$ cat config.mk
export PLATFORM = sky130hd
export DESIGN_NAME = skip_add_seq
export DESIGN_NICKNAME = d
export VERILOG_FILES = /design/src/rtl/skip_add_pkg.sv /design/src/rtl/skip_slice.sv /design/src/rtl/skip_add_seq.sv
export SDC_FILE = /design/constraint.sdc
export NUM_CORES = 1
export LEC_CHECK = 0
export BUFFER_PORTS_ARGS = -buffer_cell sky130_fd_sc_hd__buf_4
export CORE_MARGIN = 2
export CORE_UTILIZATION = 50
export CTS_BUF_LIST = sky130_fd_sc_hd__clkbuf_4
export DETAILED_ROUTE_END_ITERATION = 10
export MAX_ROUTING_LAYER = met4
export PLACE_DENSITY = 0.74
export SYNTH_ARGS = -nofsm -noshare
export SYNTH_HDL_FRONTEND = slang
export SYNTH_SLANG_ARGS = --single-unit
$ cat constraint.sdc
create_clock -name clk -period 6.6 [get_ports clk]
set_clock_uncertainty 0.2 [all_clocks]
set_input_delay 0.66 -clock clk [delete_from_list [all_inputs] [get_ports clk]]
set_output_delay 0.66 -clock clk [all_outputs]
set_load 0.02 [all_outputs]
$ cat src/rtl/skip_add_pkg.sv
// +---------------------------------------------------------------------------+
// | skip_add_pkg : shared state encoding and default sizes for skip_add_seq   |
// | Rev 1.0                                                                   |
// +---------------------------------------------------------------------------+
`default_nettype none

package skip_add_pkg;

  localparam int DEF_WIDTH = 32;
  localparam int DEF_SLICE = 4;

  typedef enum logic [1:0] {
    IDLE = 2'd0,
    RUN  = 2'd1,
    DONE = 2'd2
  } state_t;

endpackage

`default_nettype wire

$ cat src/rtl/skip_slice.sv
// +---------------------------------------------------------------------------+
// | skip_slice : one SLICE-bit ripple adder with carry-skip bypass            |
// | Rev 1.0                                                                   |
// +---------------------------------------------------------------------------+
`default_nettype none

module skip_slice
  import skip_add_pkg::*;
#(
  parameter int SLICE = DEF_SLICE
) (
  input  logic [SLICE-1:0] a_sl,
  input  logic [SLICE-1:0] b_sl,
  input  logic             cin,
  output logic [SLICE-1:0] sum,
  output logic             cout
);

  logic [SLICE:0] w_full;
  logic           w_prop;

  assign w_full = {1'b0, a_sl} + {1'b0, b_sl} + {{SLICE{1'b0}}, cin};
  assign w_prop = &(a_sl ^ b_sl);
  assign sum    = w_full[SLICE-1:0];
  // An all-propagate slice forwards its carry-in straight to the next slice.
  assign cout   = w_prop ? cin : w_full[SLICE];

endmodule

`default_nettype wire

$ cat src/rtl/skip_add_seq.sv
// +---------------------------------------------------------------------------+
// | skip_add_seq : slice-serial carry-skip adder, one SLICE per clock         |
// | Rev 1.0                                                                   |
// +---------------------------------------------------------------------------+
`default_nettype none

module skip_add_seq
  import skip_add_pkg::*;
#(
  parameter int WIDTH = DEF_WIDTH,
  parameter int SLICE = DEF_SLICE
) (
  input  logic                          clk,
  input  logic                          rst_n,
  input  logic                          in_valid,
  output logic                          in_ready,
  input  logic [WIDTH-1:0]              a,
  input  logic [WIDTH-1:0]              b,
  input  logic                          ci,
  output logic                          out_valid,
  input  logic                          out_ready,
  output logic [WIDTH-1:0]              s,
  output logic                          co,
  output logic [$clog2(WIDTH/SLICE+1)-1:0] skip_cnt,
  output logic                          busy
);

  localparam int NS = WIDTH / SLICE;
  localparam int IW = (NS > 1) ? $clog2(NS) : 1;
  localparam int SW = $clog2(NS + 1);

  generate
    if (WIDTH % SLICE != 0) begin : g_bad_width
      $error("skip_add_seq: WIDTH must be a multiple of SLICE");
    end
  endgenerate

  state_t           r_state;
  state_t           w_next;
  logic             w_accept;
  logic             w_last;

  logic [WIDTH-1:0] r_a;
  logic [WIDTH-1:0] r_b;
  logic [WIDTH-1:0] r_s;
  logic             r_carry;
  logic             r_co;
  logic [IW-1:0]    r_idx;
  logic [SW-1:0]    r_skip;

  logic [SLICE-1:0] w_a_sl;
  logic [SLICE-1:0] w_b_sl;
  logic [SLICE-1:0] w_sum;
  logic             w_cout;
  logic             w_prop;

  assign w_a_sl = r_a[r_idx*SLICE +: SLICE];
  assign w_b_sl = r_b[r_idx*SLICE +: SLICE];
  assign w_prop = &(w_a_sl ^ w_b_sl);

  skip_slice #(
    .SLICE (SLICE)
  ) u_slice (
    .a_sl (w_a_sl),
    .b_sl (w_b_sl),
    .cin  (r_carry),
    .sum  (w_sum),
    .cout (w_cout)
  );

  always_ff @(posedge clk or negedge rst_n) begin
    if (!rst_n) r_state <= IDLE;
    else        r_state <= w_next;
  end

  always_comb begin
    w_next    = r_state;
    in_ready  = 1'b0;
    out_valid = 1'b0;
    busy      = 1'b0;
    w_accept  = 1'b0;
    w_last    = 1'b0;
    case (r_state)
      IDLE: begin
        in_ready = 1'b1;
        if (in_valid) begin
          w_accept = 1'b1;
          w_next   = RUN;
        end
      end
      RUN: begin
        busy = 1'b1;
        if (r_idx == IW'(NS - 1)) begin
          w_last = 1'b1;
          w_next = DONE;
        end
      end
      DONE: begin
        out_valid = 1'b1;
        if (out_ready) w_next = IDLE;
      end
      default: w_next = IDLE;
    endcase
  end

  always_ff @(posedge clk or negedge rst_n) begin
    if (!rst_n) begin
      r_a     <= '0;
      r_b     <= '0;
      r_s     <= '0;
      r_carry <= 1'b0;
      r_co    <= 1'b0;
      r_idx   <= '0;
      r_skip  <= '0;
    end else if (w_accept) begin
      r_a     <= a;
      r_b     <= b;
      r_s     <= '0;
      r_carry <= ci;
      r_idx   <= '0;
      r_skip  <= '0;
    end else if (busy) begin
      r_s[r_idx*SLICE +: SLICE] <= w_sum;
      r_carry <= w_cout;
      r_skip  <= r_skip + SW'(w_prop);
      // idx parks on the last slice instead of wrapping.
      if (w_last) r_co  <= w_cout;
      else        r_idx <= r_idx + IW'(1);
    end
  end

  assign s        = r_s;
  assign co       = r_co;
  assign skip_cnt = r_skip;

endmodule

`default_nettype wire
Word level (Yosys, flattened, before mapping)

Cells that the tools add are included.

Register bits after elaboration: 107
Output and inout bits: 40

Add/subtract/negate cells: 5
Equal/unequal tests: 7
Shift operators: 4
Multiplexer cells: 22
Bitwise gates (word level): 2
Reductions and logical operators: 6

Operator list:

| kind                    | count |
|---|---|
| $mux 32                 | 2 |
| $shiftx 32x6->4         | 2 |
| $neg 5->34              | 1 |
| $shift 4x34->32 const A | 1 |
| $shiftx 4x34->32        | 1 |
| $bwmux 32               | 1 |
| $mux 1                  | 10 |
| $mux 3                  | 3 |
| $mux 4                  | 2 |
| $ne 2x2->1 const B      | 4 |
| $mux 2                  | 3 |
| $pmux 2 s3              | 1 |
| $reduce_and 3->1        | 2 |
| $add 4x4->5             | 1 |
| $add 5x1->5             | 1 |
| $add 4x1->4             | 1 |
| $reduce_and 4->1        | 1 |
| $xor 4x4->4             | 1 |
| $add 3x1->3 const B     | 1 |
| $eq 3x3->1 const B      | 1 |
| $eq 2x1->1 const B      | 1 |
| $eq 2x2->1 const B      | 1 |
| $logic_not 2->1         | 1 |
| $reduce_and 2->1        | 1 |
| other kinds (2)         | 2 |

Longest topological paths before layout

Gate-level depths: netlist of the first run.

Word-level depth: 7
Mapped depth: 14
Mapped depth without buffers: 12

By module

From an unflattened synthesis of the first run, not the netlist that was laid out.

Cell total of the unflattened synthesis: 406
Area total of the unflattened synthesis: 5,121.2 sq um

By module, submodules not included:

| module       | times used | cells each | area each (sq um) |
|---|---|---|---|
| skip_add_seq | 1          | 383        | 4,941.0 |
| skip_slice   | 1          | 23         | 180.2 |

Least setup slack after synthesis of the first run

No wires, ideal clock.

Path kind: register -> register
Start point: register r_idx[0]
End point: register r_s[18], in the netlist s[18]
Setup time: 132 ps
Data arrival time: 2,716 ps
Slack: 3,552 ps
Cell stages (with the launch flop): 14
Path buffers: 3
Path through: dfrtp_1 buf_6 buf_6 buf_6 mux4_2 nand2_1 nand2_1 fa_1 inv_1 fa_1 xor2_1 nor3_1 mux2i_1 nor2_1

Word-level cells in the longest chain between the ends: 7

Ends and longest elaborated chain:

| element                                   | line                                   | text |
|---|---|---|
| from (decl)                               | skip_add_seq.sv:48                     | `logic [IW-1:0] r_idx;` |
| from (signal assigned)                    | skip_add_seq.sv:128                    | `else r_idx <= r_idx + IW'(1);` |
| $shiftx 32x6->4, on equally long branches | skip_add_seq.sv:57, skip_add_seq.sv:58 |  |
| $add 4x4->5                               | skip_slice.sv:22                       | `assign w_full = {1'b0, a_sl} + {1'b0, b_sl} + {{SLICE{1'b0}}, cin};` |
| $add 5x1->5                               | skip_slice.sv:22                       |  |
| $shiftx 4x34->32                          | skip_add_seq.sv:123                    | `r_s[r_idx*SLICE +: SLICE] <= w_sum;` |
| $bwmux 32 (*)                             | skip_add_seq.sv:123                    |  |
| $mux 32 (*)                               | skip_add_seq.sv:122                    | `end else if (busy) begin` |
| $mux 32 (*)                               | skip_add_seq.sv:115                    | `end else if (w_accept) begin` |
| to (signal, indexed assignment)           | skip_add_seq.sv:123                    |  |
| to (decl)                                 | skip_add_seq.sv:45                     | `logic [WIDTH-1:0] r_s;` |

Every way passes the cells marked *; elsewhere a longest branch is shown, timed or not. The select of a mux whose other input is x is not followed.
A chain may end at the register's enable or synchronous reset.

Worst setup path after layout of the first run

Start point: register r_idx[0]
End point: register r_s[7], in the netlist s[7]

Same word-level chain as after synthesis.

==> metrics.md, run 1 <==
| Metric | Value |
|---|---|
| Post-synth top area share | `51.9%` |
| Syn Std Cell Area | `0.00515 mm^2` |
| Synth warn | `0` |
| Most numerous cell in the Yosys netlist | `nand2_1` |
| Critical path arrival | `3.90 ns` |
| Pwr dens | `507 mW/mm^2` |
| Global Route Usage Sum | `22.4%` |
| TritonRoute pass-1 iters | `4` |
| Fin crit period | `3.77 ns` |
| Largest net degree at the start of global routing | `90` |
| DR WL/cell | `15.0 um` |
| Hold violation total from the final report | `0` |
| Clock root cell | `clkbuf_4` |
| Number of remaining DRC errors | `0` |
| Worst-Margin Slew | `0.870 ns` |
| Die X-Extent | `106 um` |
| Fmax | `266 MHz` |
| Vias in the first global route | `4,031` |
| Largest fanout on the critical path | `16` |
| Max VDD drop | `231 uV` |
| Initial antenna violation count | `0` |
| Cells after synthesis | `532` |
| CTS tree | `done` |
| Clock network fraction of design power | `11.9%` |
| Xor/xnor share of the synthesized area | `0.850%` |
| # H-tree levels | `3` |
| Ys async rst share | `100%` |
| # IOs | `109` |
| CP Depth | `9` |
| Post-synthesis sequential area ratio | `51.9%` |
| Relative slew slack | `42.0%` |
| Crit path buffers/inverters | `1` |
| Post-synthesis compound-gate area fraction | `3.42%` |
| Post-synth EDFFs | `0` |
| P_int | `0.00175 W` |
| First-pass GRT wire length | `19,300 um` |
| Sequential share of power | `36.3%` |
| Hold Path Class | `primary input to register` |
| Hold Path End | `r_b[2]$_DFFE_PN0P_` |
| Crit-path leading delay family | `XOR/XNOR gates` |
| Hold depth | `3` |
| Post-synth top area cell | `dfrtp_1` |
| Total global routing overflow | `0` |
| Reg clk slew, reported paths | `0.16 ns` |
| Worst Setup End Kind | `register` |
| Die area | `0.0111 mm^2` |
| Delay of the slowest critical-path stage | `0.66 ns` |
| Via/cell ratio | `5.12` |
| MaxCap Viol Count | `0` |
| Post-Synth Adder-Cell Area | `3.93%` |
| Cts bufs inserted | `9` |
| Synth top area cells | `dfrtp_1 52%, nand2_1 17%, mux4_1 6.1%, mux2i_1 3.5%, ha_1 3.2%` |
| Yosys cell types | `39` |
| Worst reg-to-reg path cell count | `9` |
| Sink Count | `107` |
| Longest Clk Path Bufs | `2` |
| Final non-filler cell total | `768` |
| Antenna Violating Nets Remaining | `0` |
| Final WL | `11,500 um` |
| Post-CTS setup buffers | `0` |
| Synth Area in Simple Gates | `24.4%` |
| Ant diodes | `0` |
| Worst reg2reg setup slack | `2.83 ns` |
| Share of layout cells above drive strength 1 | `22.3%` |
| Rows | `37` |
| Sw Ratio | `44.2%` |
| Port Buffers | `108` |
| Synth cell count leaders | `231 x nand2_1, 107 x dfrtp_1, 29 x nor2_1` |
| RSZ-0062 raised after global routing | `false` |
| P_leak | `3.35 nW` |
| # setup viols final | `0` |
| Skew-Pair Late Insertion Delay | `0.48 ns` |
| Predominant post-synthesis flop cell | `dfrtp_1` |
| Slowest-stage cell, CP | `xor2_1` |
| Die Y | `106 um` |
| Largest family of logic cells by synthesized area | `simple AND/OR/NAND/NOR gates` |
| Hold Startpoint | `b[2]` |
| Worst r2r src | `r_idx[0]$_DFFE_PN0P_` |
| Mean post-synth cell area | `9.69 um^2` |
| Yosys reg bits | `107` |
| Max Slew Vio Count | `0` |
| Initial core utilization | `50.6%` |
| Setup_tns | `0 ns` |
| RR Endpoint | `s[7]$_DFFE_PN0P_` |
| Core area | `0.0102 mm^2` |
| # nets final | `711` |
| Detail Placement HPWL | `8060 um` |
| Inst Count DP | `751` |
| Via Count | `3,931` |
| Mux cell area share after synthesis | `11.4%` |
| Kind of critical path | `register to register` |
| Synth-to-Final Area Change | `19.9%` |
| Worst Setup Start Kind | `register` |
| Fillers | `910` |
| RePlAce Congestion | `0.832` |
| Period utilization | `57.1%` |
| Switching power | `0.00139 W` |
| Initial DRC count | `218` |
| CP required | `6.74 ns` |
| Cell Chain, Critical Path | `buf_4, mux4_1, nand2_1, nand2_1, fa_1, a21o_1, a21oi_1, xor2_1, o31ai_1` |
| Top cell by count, worst path | `nand2_1` |
| Comb pwr share | `51.8%` |
| Status | `finished, final reports clean` |
| Mapped Nets | `616` |
[power groups by stage]
stage | clock network, W | registers (W) | logic, W
detailed placement | 0 | 0.00116 | 0.00162
floorplan | 0 | 0.00118 | 0.00108
CTS | 0.000376 | 0.00114 | 0.00163
global placement | 0 | 0.00114 | 0.00156
finish | 0.000372 | 0.00114 | 0.00162
global route | 0.000401 | 0.00118 | 0.00178
[layout by cell type, fill, tap and decap left out, drive strengths merged]
cell type,count
nand2,231
buf,112
dfrtp,107
nor2,29
nand3,18
mux2i,18
mux4,16
ha,13
o31ai,10
inv,10
clkbuf,9
o21ai,8
a21oi,7
clkinv,5
xor2,4
nor3,4
or3,4
nand4,4
and2,3
nand2b,2
or3b,2
nor2b,2
fa,2
bufinv,2
nor3b,1
a21o,1
nand3b,1
and4,1
or2,1
xnor2,1
o21a,1
o211ai,1
clkinvlp,1
dlygate4sd3,1
[per-stage QoR]
step	util [%]	worst slack, ns	area [um^2]	power, W	hold WS [ns]
6_report	60.7	2.83	6180	0.00314	0.153
4_1_cts	60.7	2.86	6180	0.00315	0.137
3_5_place_dp	59.0	2.89	6010	0.00278	0.256
3_3_place_gp	59.0	3.05	6010	0.00270	0.250
2_1_floorplan	-	3.55	5150	0.00226	0.164
5_1_grt	60.7	2.63	6180	0.00336	0.141
[timing repair]
| action | 4_1_cts | 5_1_grt |
|---|---|---|
| hold buffers | 1 | 0 |
| endpoints found under the hold margin | 21 | 0 |
| resized for setup | 0 | 0 |
[tightest hold or removal path: cells and delay by family]
kind	cells	cell delay (ns)
buf+inv	1	0.08
simple gates	2	0.08
[logic make-up after synthesis]
group	after synthesis
simple gates	303
buf+inv	40
fa+ha+maj	15
flops	107
xor+xnor	5
compound gates	28
mux	34
[registers in the layout, summed over array words and instances, names as in the netlist]
register and flops:
r_a 32, r_b 32, s 32, skip_cnt 4
r_idx 3, r_state 2, co 1, r_carry 1
[layout make-up]
cell class	instances	area (um^2)	area share, %
Inverter	11	48.8	0.789
Multi-Input combinational cell	385	2270	36.8
Clock inverter	7	92.6	1.50
Clock buffer	9	67.6	1.09
Timing Repair Buffer	113	851	13.8
Sequential cell	107	2680	43.3
Tap cell	136	170	2.75
[per-layer routing]
metal  GRT usage (%)  share of wire, %
met3            4.14               5.5
met5               -                 0
met2            34.7                47
met4            7.33               1.6
met1            30.3                46
[worst max path at each step]
stage                              to  slack [ns]                 start
floorplan           s[18]$_DFFE_PN0P_        3.55  r_idx[0]$_DFFE_PN0P_
global placement     s[3]$_DFFE_PN0P_        3.05  r_idx[0]$_DFFE_PN0P_
finish               s[7]$_DFFE_PN0P_        2.83  r_idx[0]$_DFFE_PN0P_
detailed placement   s[3]$_DFFE_PN0P_        2.89  r_idx[0]$_DFFE_PN0P_
global route         s[3]$_DFFE_PN0P_        2.63  r_idx[0]$_DFFE_PN0P_
CTS                  s[3]$_DFFE_PN0P_        2.86  r_idx[0]$_DFFE_PN0P_
Power figures use the tool's default switching activity.
==> run 2, diff against run 1 <==
- PLACE_DENSITY: 0.74 -> 0.77
- clock period: 6.6 -> 3.2 ns (I/O delays scaled with it)
==> run 2 against run 1 <==
Net effect:
- sequential power rose by 100%
- highest routed layer unchanged
- clock power rose by 100%
- total power grew 120%
- maximum frequency rose by 24%
- critical path depth increased by 2
- critical endpoint is now s[10]$_DFFE_PN0P_
- largest cell class unchanged
- combinational power rose by 130%
- cell count up 9.8%
- sequential cell count is the same
==> metrics.md, run 2 (same netlist as run 1, synthesis figures left out) <==
| Metric | Value |
|---|---|
| Status | `finished, final reports clean` |
| Rows | `37` |
| Largest net degree at the start of global routing | `58` |
| Relative slew slack | `55.4%` |
| Max Slew Vio Count | `0` |
| Area of the multi-input gates | `0.00228 mm^2` |
| CTS tree | `done` |
| Die Y | `106 um` |
| Setup_tns | `0 ns` |
| DR WL/cell | `14.9 um` |
| Pwr dens | `975 mW/mm^2` |
| Reg clk slew, reported paths | `0.16 ns` |
| Period utilization | `95.2%` |
| Post-CTS setup buffers | `0` |
| Vias in the first global route | `4,450` |
| Fin crit period | `3.05 ns` |
| First-pass GRT wire length | `20,900 um` |
| Hold violation total from the final report | `0` |
| P_leak | `3.68 nW` |
| Final WL | `12,600 um` |
| Initial core utilization | `50.6%` |
| MaxCap Viol Count | `0` |
| TritonRoute pass-1 iters | `5` |
| Commonest non-fill, non-tap cell in the layout | `nand2_1` |
| Number of remaining DRC errors | `0` |
| Via/cell ratio | `5.15` |
| Cts bufs inserted | `9` |
| Worst-Margin Slew | `0.669 ns` |
| Largest fanout on the critical path | `8` |
| Worst Setup Start Kind | `register` |
| RePlAce Congestion | `0.841` |
| Kind of critical path | `register to register` |
| Final worst-path setup slack | `0.153 ns` |
| Antenna Violating Nets Remaining | `0` |
| Die area | `0.0111 mm^2` |
| Highest-count cells in the layout ignoring fill and taps | `230 x nand2_1, 119 x buf_4, 107 x dfrtp_1` |
| CP required | `3.40 ns` |
| Hold Path Class | `primary input to asynchronous set/reset pin` |
| Port Buffers | `108` |
| # IOs | `109` |
| Initial DRC count | `245` |
| Critical path arrival | `3.24 ns` |
| Fmax | `328 MHz` |
| Longest Clk Path Bufs | `2` |
| Worst Setup End Kind | `register` |
| Share of layout cells above drive strength 1 | `21.6%` |
| Die X-Extent | `106 um` |
| Skew-Pair Late Insertion Delay | `0.46 ns` |
| Worst r2r src | `r_idx[0]$_DFFE_PN0P_` |
| # nets final | `786` |
| # H-tree levels | `3` |
| RSZ-0062 raised after global routing | `false` |
| Total global routing overflow | `0` |
| Sink Count | `107` |
| Clock root cell | `clkbuf_4` |
| Initial antenna violation count | `0` |
| Design area | `0.00694 mm^2` |
| Max VDD drop | `442 uV` |
| Via Count | `4,343` |
| # setup viols final | `0` |
| Setup crit start | `r_idx[0]$_DFFE_PN0P_` |
| Synth-to-Final Area Change | `34.6%` |
| Ant diodes | `0` |
| Detail Placement HPWL | `8410 um` |
| Cell Area, Placed | `0.00609 mm^2` |
| Post-place setup slack | `0.136 ns` |
| Fillers | `767` |
| Global Route Usage Sum | `24.5%` |
| Sequential cell area | `0.00268 mm^2` |
| Core area | `0.0102 mm^2` |
run 2: path summary, 6_finish.rpt:
kind	to	slack [ns]	depth (start not counted)
min in group clk	r_a[18]$_DFFE_PN0P_	0.22	4
max reg2reg	s[10]$_DFFE_PN0P_	0.15	11
min	skip_cnt[2]$_DFFE_PN0P_	0.22	2
min reg2reg	r_a[3]$_DFFE_PN0P_	0.29	2
max in group asynchronous	r_a[21]$_DFFE_PN0P_	1.76	3
max	s[10]$_DFFE_PN0P_	0.15	11
run 2: per-stage QoR:
| step | std cells | hold WS [ns] | utilization (%) | power (W) |
|---|---|---|---|---|
| after global routing | 843 | 0.246 | 68.1 | 0.00727 |
| after detailed placement | 760 | 0.197 | 59.8 | 0.00590 |
| after CTS | 843 | 0.208 | 67.9 | 0.00671 |
| after global placement | 760 | 0.187 | 59.8 | 0.00576 |
| after floorplan | 532 | -0.176 | - | 0.00467 |
| final | 843 | 0.218 | 68.1 | 0.00677 |
run 2: final cells by class:
| class | count | area share, % |
|---|---|---|
| repair buffers | 188 | 23.1 |
| multi-input cells | 385 | 32.9 |
| clock buffers | 9 | 0.973 |
| inverters | 11 | 0.703 |
| flip-flops and latches | 107 | 38.6 |
| clock inverters | 7 | 1.32 |
| well taps | 136 | 2.45 |
run 2: repair_timing:
action                                  CTS  global route
hold buffers                             67             0
endpoints found under the setup margin    0             9
hold endpoints to repair                117             0
gates resized for setup                   0             6
run 2: power by group:
| part | leakage [nW] | total, W | switching [W] | internal (W) |
|---|---|---|---|---|
| registers | 1.38 | 0.00231 | 0.000367 | 0.00194 |
| clock network | 0.0776 | 0.000753 | 0.000438 | 0.000314 |
| logic | 2.22 | 0.00371 | 0.00211 | 0.00160 |
run 2: metal layers:
metal	vias up	share of wire, %	track usage, %
li1	2093	-	-
met1	2085	43	31.6
met2	135	50	39.5
met3	30	5.0	3.28
met4	0	2.4	9.87
met5	-	0	-
run 2: worst max-delay path: stages, from the launching register on:
cell and delay [ns]:
dfrtp_1 0.42, buf_4 0.16, mux4_1 0.56, nand2_1 0.10, nand2_1 0.11, fa_2 0.37, inv_1 0.10, fa_2 0.22
xor2_1 0.06, buf_4 0.16, or3_1 0.37, a21oi_1 0.14
